[config.mk]
export PLATFORM = sky130hd
export DESIGN_NAME = line_fetcher_flat
export DESIGN_NICKNAME = d
export VERILOG_FILES = /design/src/rtl/line_fetcher_if.sv /design/src/rtl/line_fetcher.sv /design/src/flat_wrapper.sv
export SDC_FILE = /design/constraint.sdc
export NUM_CORES = 1
export LEC_CHECK = 0
export CAP_MARGIN = 15
export CORE_MARGIN = 8
export CORE_UTILIZATION = 40
export CTS_CLUSTER_DIAMETER = 200
export CTS_CLUSTER_SIZE = 28
export DETAILED_ROUTE_END_ITERATION = 6
export PLACE_DENSITY = 0.69
export REMOVE_ABC_BUFFERS = 1
export SKIP_LAST_GASP = 1
export SLEW_MARGIN = 25
export SYNTH_ARGS = -nofsm -noshare
export SYNTH_HDL_FRONTEND = slang
export SYNTH_SLANG_ARGS = --single-unit
[constraint.sdc]
create_clock -name clk -period 2.5 [get_ports clk]
set_input_delay 0.25 -clock clk [delete_from_list [all_inputs] [get_ports clk]]
set_output_delay 0.25 -clock clk [all_outputs]
set_load 0.01 [all_outputs]
[src/rtl/line_fetcher_if.sv]
// line_fetcher_if: memory read port and line output stream of line_fetcher
interface line_fetcher_if #(
    parameter int LINE_W = 25,
    parameter int ADDR_W = 6
);
    logic              mem_rd;
    logic [ADDR_W-1:0] mem_addr;
    logic [LINE_W-1:0] mem_rdata;
    logic [LINE_W-1:0] line_out;
    logic [ADDR_W-1:0] line_idx;
    logic              line_valid;
    logic              line_ready;

    modport master (
        output mem_rd, mem_addr, line_out, line_idx, line_valid,
        input  mem_rdata, line_ready
    );

    modport slave (
        input  mem_rd, mem_addr, line_out, line_idx, line_valid,
        output mem_rdata, line_ready
    );
endinterface

[src/rtl/line_fetcher.sv]
// line_fetcher: streams DEPTH lines from a sync-read memory through a 2-entry prefetch FIFO
module line_fetcher #(
    parameter int LINE_W = 25,
    parameter int ADDR_W = 6,
    parameter int DEPTH  = 25
) (
    input  logic           clk,
    input  logic           rst,
    input  logic           start_i,
    line_fetcher_if.master bus,
    output logic           busy_o,
    output logic           done_o
);
    localparam logic [ADDR_W:0] CNT  = (ADDR_W+1)'(DEPTH);
    localparam logic [ADDR_W:0] LAST = (ADDR_W+1)'(DEPTH - 1);

    typedef enum logic [1:0] {IDLE, FETCH, DRAIN, DONE} state_t;

    state_t            state_q, state_d;
    logic [ADDR_W:0]   rd_ptr_q, rd_ptr_d;
    logic [ADDR_W:0]   sent_q, sent_d;
    logic              inflight_q;
    logic [ADDR_W-1:0] iss_addr_q;
    logic [1:0]        count_q;
    logic [LINE_W-1:0] data0_q, data1_q;
    logic [ADDR_W-1:0] idx0_q, idx1_q;
    logic              pop;
    logic              issue;
    logic [1:0]        occ;

    // Handshake decode; a slot freed by this cycle's pop is reused at once so reads keep pace
    always_comb begin
        pop   = (count_q != 2'd0) & bus.line_ready;
        occ   = count_q + {1'b0, inflight_q} - {1'b0, pop};
        issue = (state_q == FETCH) && (rd_ptr_q < CNT) && (occ < 2'd2);
    end

    // Next-state: run control plus read and transfer counters
    always_comb begin
        state_d  = state_q;
        rd_ptr_d = rd_ptr_q + {{ADDR_W{1'b0}}, issue};
        sent_d   = sent_q + {{ADDR_W{1'b0}}, pop};
        case (state_q)
            IDLE: begin
                if (start_i) begin
                    state_d  = FETCH;
                    rd_ptr_d = '0;
                    sent_d   = '0;
                end
            end
            FETCH: state_d = (issue && rd_ptr_q == LAST) ? DRAIN : FETCH;
            DRAIN: state_d = (pop && sent_q == LAST) ? DONE : DRAIN;
            default: state_d = IDLE;
        endcase
    end

    // State and counter registers
    always_ff @(posedge clk or posedge rst) begin
        if (rst) begin
            state_q  <= IDLE;
            rd_ptr_q <= '0;
            sent_q   <= '0;
        end else begin
            state_q  <= state_d;
            rd_ptr_q <= rd_ptr_d;
            sent_q   <= sent_d;
        end
    end

    // Prefetch FIFO; entry 0 is the registered head, the returning read tags its issue address
    always_ff @(posedge clk or posedge rst) begin
        if (rst) begin
            inflight_q <= 1'b0;
            iss_addr_q <= '0;
            count_q    <= '0;
            data0_q    <= '0;
            idx0_q     <= '0;
            data1_q    <= '0;
            idx1_q     <= '0;
        end else begin
            inflight_q <= issue;
            count_q    <= occ;
            if (issue) iss_addr_q <= rd_ptr_q[ADDR_W-1:0];
            if ((pop && (count_q == 2'd2 || inflight_q)) || (inflight_q && count_q == 2'd0)) begin
                data0_q <= (pop && count_q == 2'd2) ? data1_q : bus.mem_rdata;
                idx0_q  <= (pop && count_q == 2'd2) ? idx1_q : iss_addr_q;
            end
            if (inflight_q && count_q == (pop ? 2'd2 : 2'd1)) begin
                data1_q <= bus.mem_rdata;
                idx1_q  <= iss_addr_q;
            end
        end
    end

    assign bus.mem_rd     = issue;
    assign bus.mem_addr   = issue ? rd_ptr_q[ADDR_W-1:0] : '0;
    assign bus.line_out   = data0_q;
    assign bus.line_idx   = idx0_q;
    assign bus.line_valid = (count_q != 2'd0);
    assign busy_o         = (state_q == FETCH) || (state_q == DRAIN);
    assign done_o         = (state_q == DONE);
endmodule
[src/flat_wrapper.sv]
// flat-port wrapper written by rule: the top's interface ports become plain ports
module line_fetcher_flat 
#(
    parameter int LINE_W = 25,
    parameter int ADDR_W = 6,
    parameter int DEPTH  = 25
)
  (clk, rst, start_i, busy_o, done_o, bus_mem_rd, bus_mem_addr, bus_line_out, bus_line_idx, bus_line_valid, bus_mem_rdata, bus_line_ready);
  line_fetcher_if #(.LINE_W(LINE_W), .ADDR_W(ADDR_W)) bus_i ();
  input  logic clk;
  input  logic rst;
  input  logic start_i;
  output logic busy_o;
  output logic done_o;
  output wire logic [$bits(bus_i.mem_rd)-1:0] bus_mem_rd;
  output wire logic [$bits(bus_i.mem_addr)-1:0] bus_mem_addr;
  output wire logic [$bits(bus_i.line_out)-1:0] bus_line_out;
  output wire logic [$bits(bus_i.line_idx)-1:0] bus_line_idx;
  output wire logic [$bits(bus_i.line_valid)-1:0] bus_line_valid;
  input wire logic [$bits(bus_i.mem_rdata)-1:0] bus_mem_rdata;
  input wire logic [$bits(bus_i.line_ready)-1:0] bus_line_ready;
  assign bus_mem_rd = bus_i.mem_rd;
  assign bus_mem_addr = bus_i.mem_addr;
  assign bus_line_out = bus_i.line_out;
  assign bus_line_idx = bus_i.line_idx;
  assign bus_line_valid = bus_i.line_valid;
  assign bus_i.mem_rdata = bus_mem_rdata;
  assign bus_i.line_ready = bus_line_ready;
  line_fetcher #(.LINE_W(LINE_W), .ADDR_W(ADDR_W), .DEPTH(DEPTH)) u_core (.clk(clk), .rst(rst), .start_i(start_i), .bus(bus_i), .busy_o(busy_o), .done_o(done_o));
endmodule
==> impl_metrics.toml <==
[global_routing]
grt_pass1_vias = 3023
globalRouteMet1Util = 0.161
grt_max_degree = 67
met3_usage = 0.0338
antenna_found_initial = 0
grtUsageTotal = 0.135
top_usage_layer = "met2"
grt_pass1_wl_um = 15300
grt_use_met2 = 0.228
grt_overflow = 0

[worst_hold_path]
min_path_type = "input port to asynchronous set/reset pin"

[clock_network]
path_clk_slew_ns = 0.09
cts.path.max_buffers = 2
ctsHoldBuffers = 0
cts_inserted_buffers = 9
cts_tree = "built"
ctsHtreeMaxLevel = 3
root_buffer = "clkbuf_8"
insertion_delay_ns = 0.37
clock-sinks = 87

[placed_design]
finalWeightedCongestion = 0.756
postPlaceCellArea_um2 = 5150
port_buffers = 68
hpwlAfterDp_um = 6060

[timing]
setup_viol = 0
post-route-period-util = 0.935
fmax_ghz = 0.428
final.min_clock_period_ns = 2.34
slew_headroom = 0.615
hold_violations = 0
grt_setup_unrepaired = "false"
tightest_slew_ns = 0.577
finalSetupTns_ns = 0
fin_hold_ws_ns = 0.182
drv_slew = 0
skew_ns = 0.0108

[worst_setup_path]
endpoint_kind = "primary output"
startpoint = "u_core.count_q[0]"
arrival_ns = 2.09
critPathMaxFanout = 5
rr_worst_depth = 10
r2r-end = "u_core.rd_ptr_q[6]"
worstPathRequired_ns = 2.25
r2r_start = "u_core.count_q[0]"
critPathKind = "register to primary output"
critPathLaunchType = "register"
r2r_slack_ns = 0.24
critical_path.endpoint = "bus_mem_addr[0]"

[floorplanning]
coreArea_um2 = 10200
rows = 37
die_area_um2 = 14000
start_util = 0.409
io_pins = 70
die_height_um = 118
die_x_um = 118

[routing]
drt_iter0_drc = 76
wl_per_cell_um = 16.0
via_count = 2844
firstDrtPassIters = 4
drc = 0
viasPerCell = 5.13
routed_wl_um = 8840
drtAntennaViolNets = 0

[pwr]
vdd_drop_max_mv = 0.477
power.total_mw = 6.84
p_leak_nw = 2.31
power_density_nw_per_um2 = 1270

[yosys]
syn_inst = 330
synth-seq-area-share = 0.521
synth_edf_count = 0
syn_area_per_cell_um2 = 12.7
syn_area_um2 = 4180
yosys_most_used_dff = "dfrtp_1"
yosys_register_bits = 87
yosys_warnings = 0
ys_async_sr_fraction = 1.00
yosysUniqueCellTypes = 42

[cells_and_area]
mostFrequentLayoutCells = "mux2_2, dfrtp_1, clkdlybuf4s50_1"
multi_input_area_um2 = 1910
final_nets = 452
design_area_um2 = 5370
drive_gt1_frac = 0.344
synthToLayoutAreaGrowth_pct = 28.6
seqCellArea_um2 = 2180
fill_cells = 873
mostFrequentLayoutCell = "mux2_2"
fin_util = 0.525
antenna_cells = 0

[status]
status = "finished clean"

[flow_run]
drv_cap = 0
[worst max-delay path: stages, from the launching register on]
cell	delay [ns]
dfrtp_1	0.40
buf_4	0.16
and4bb_4	0.19
a21o_4	0.19
xor2_2	0.15
nor2_2	0.14
ha_2	0.22
dlygate4sd2_1	0.27
[metal layers]
layer  vias to the layer above  share of wire
met5                         -              0
met4                         0          0.016
met3                        13          0.047
met2                        65           0.51
met1                      1424           0.43
li1                       1342              -
[state kept, by name (all words and copies together), names as in the netlist]
name                 flops
u_core.bus.line_out     25
u_core.data1_q          25
u_core.rd_ptr_q          7
u_core.sent_q            7
u_core.bus.line_idx      6
u_core.idx1_q            6
u_core.iss_addr_q        6
u_core.count_q           2
u_core.state_q           2
u_core.inflight_q        1
[Yosys cell counts, types with 2 or more instances]
| cell | instances | area (µm²) |
|---|---|---|
| ha_1 | 10 | 125 |
| buf_2 | 10 | 50.1 |
| buf_4 | 4 | 30.0 |
| nand2_1 | 15 | 56.3 |
| o21ai_0 | 11 | 55.1 |
| or3_1 | 3 | 18.8 |
| o21a_1 | 2 | 15.0 |
| clkbuf_1 | 2 | 7.51 |
| or4b_1 | 2 | 20.0 |
| dfrtp_1 | 87 | 2180 |
| nor2b_1 | 5 | 31.3 |
| o22ai_1 | 4 | 25.0 |
| inv_1 | 11 | 41.3 |
| xnor2_1 | 3 | 26.3 |
| a21oi_1 | 4 | 20.0 |
| xor2_1 | 4 | 35.0 |
| mux2_2 | 93 | 1050 |
| nor2_1 | 18 | 67.6 |
| nand3_1 | 10 | 50.1 |
| a211oi_1 | 9 | 67.6 |
| nand2b_1 | 2 | 12.5 |
[metrics by stage]
step                      instances  setup slack [ns]
after global placement          538            -0.140
after CTS                       554           -0.0802
after global routing            554            0.0124
final                           554             0.163
after floorplan                 314            -0.490
after detailed placement        538            -0.167
[power by group]
group | leakage, nW | internal, mW | switching (mW) | total, mW
sequential | 1.07 | 2.07 | 0.414 | 2.48
combinational | 1.16 | 1.94 | 1.47 | 3.41
clock | 0.0882 | 0.421 | 0.527 | 0.947
[worst min-delay path by stage]
stage                        from                  to  cells after the start
2_1_floorplan    bus_mem_rdata[0]   u_core.data1_q[0]                      1
3_3_place_gp   u_core.data1_q[16]  u_core.data1_q[16]                      1
3_5_place_dp     u_core.idx1_q[3]    u_core.idx1_q[3]                      1
4_1_cts                       rst   u_core.data1_q[7]                      2
5_1_grt                       rst   u_core.data1_q[7]                      2
6_report                      rst   u_core.data1_q[7]                      2
[what timing repair did]
item | in CTS | in global routing
resized for setup | 13 | 3
endpoints found under the setup margin | 6 | 2
gates cloned | 0 | 0
buffers inserted | 0 | 0
[area by class of cell]
| cell class | count | area share |
|---|---|---|
| flip-flops and latches | 87 | 0.405 |
| multi-input cells | 216 | 0.356 |
| repair buffers | 88 | 0.164 |
| well taps | 136 | 0.0317 |
| clock buffers | 11 | 0.0282 |
| inverters | 11 | 0.00792 |
| clock inverters | 5 | 0.00745 |
[cell families after synthesis]
family	share of synthesized area
xor+xnor	0.0186
simple gates	0.0829
compound gates	0.0632
other cells	0.000897
flops	0.521
mux	0.253
buf+inv	0.0308
fa+ha+maj	0.0299
No activity file was read; power rests on OpenSTA's default activity.
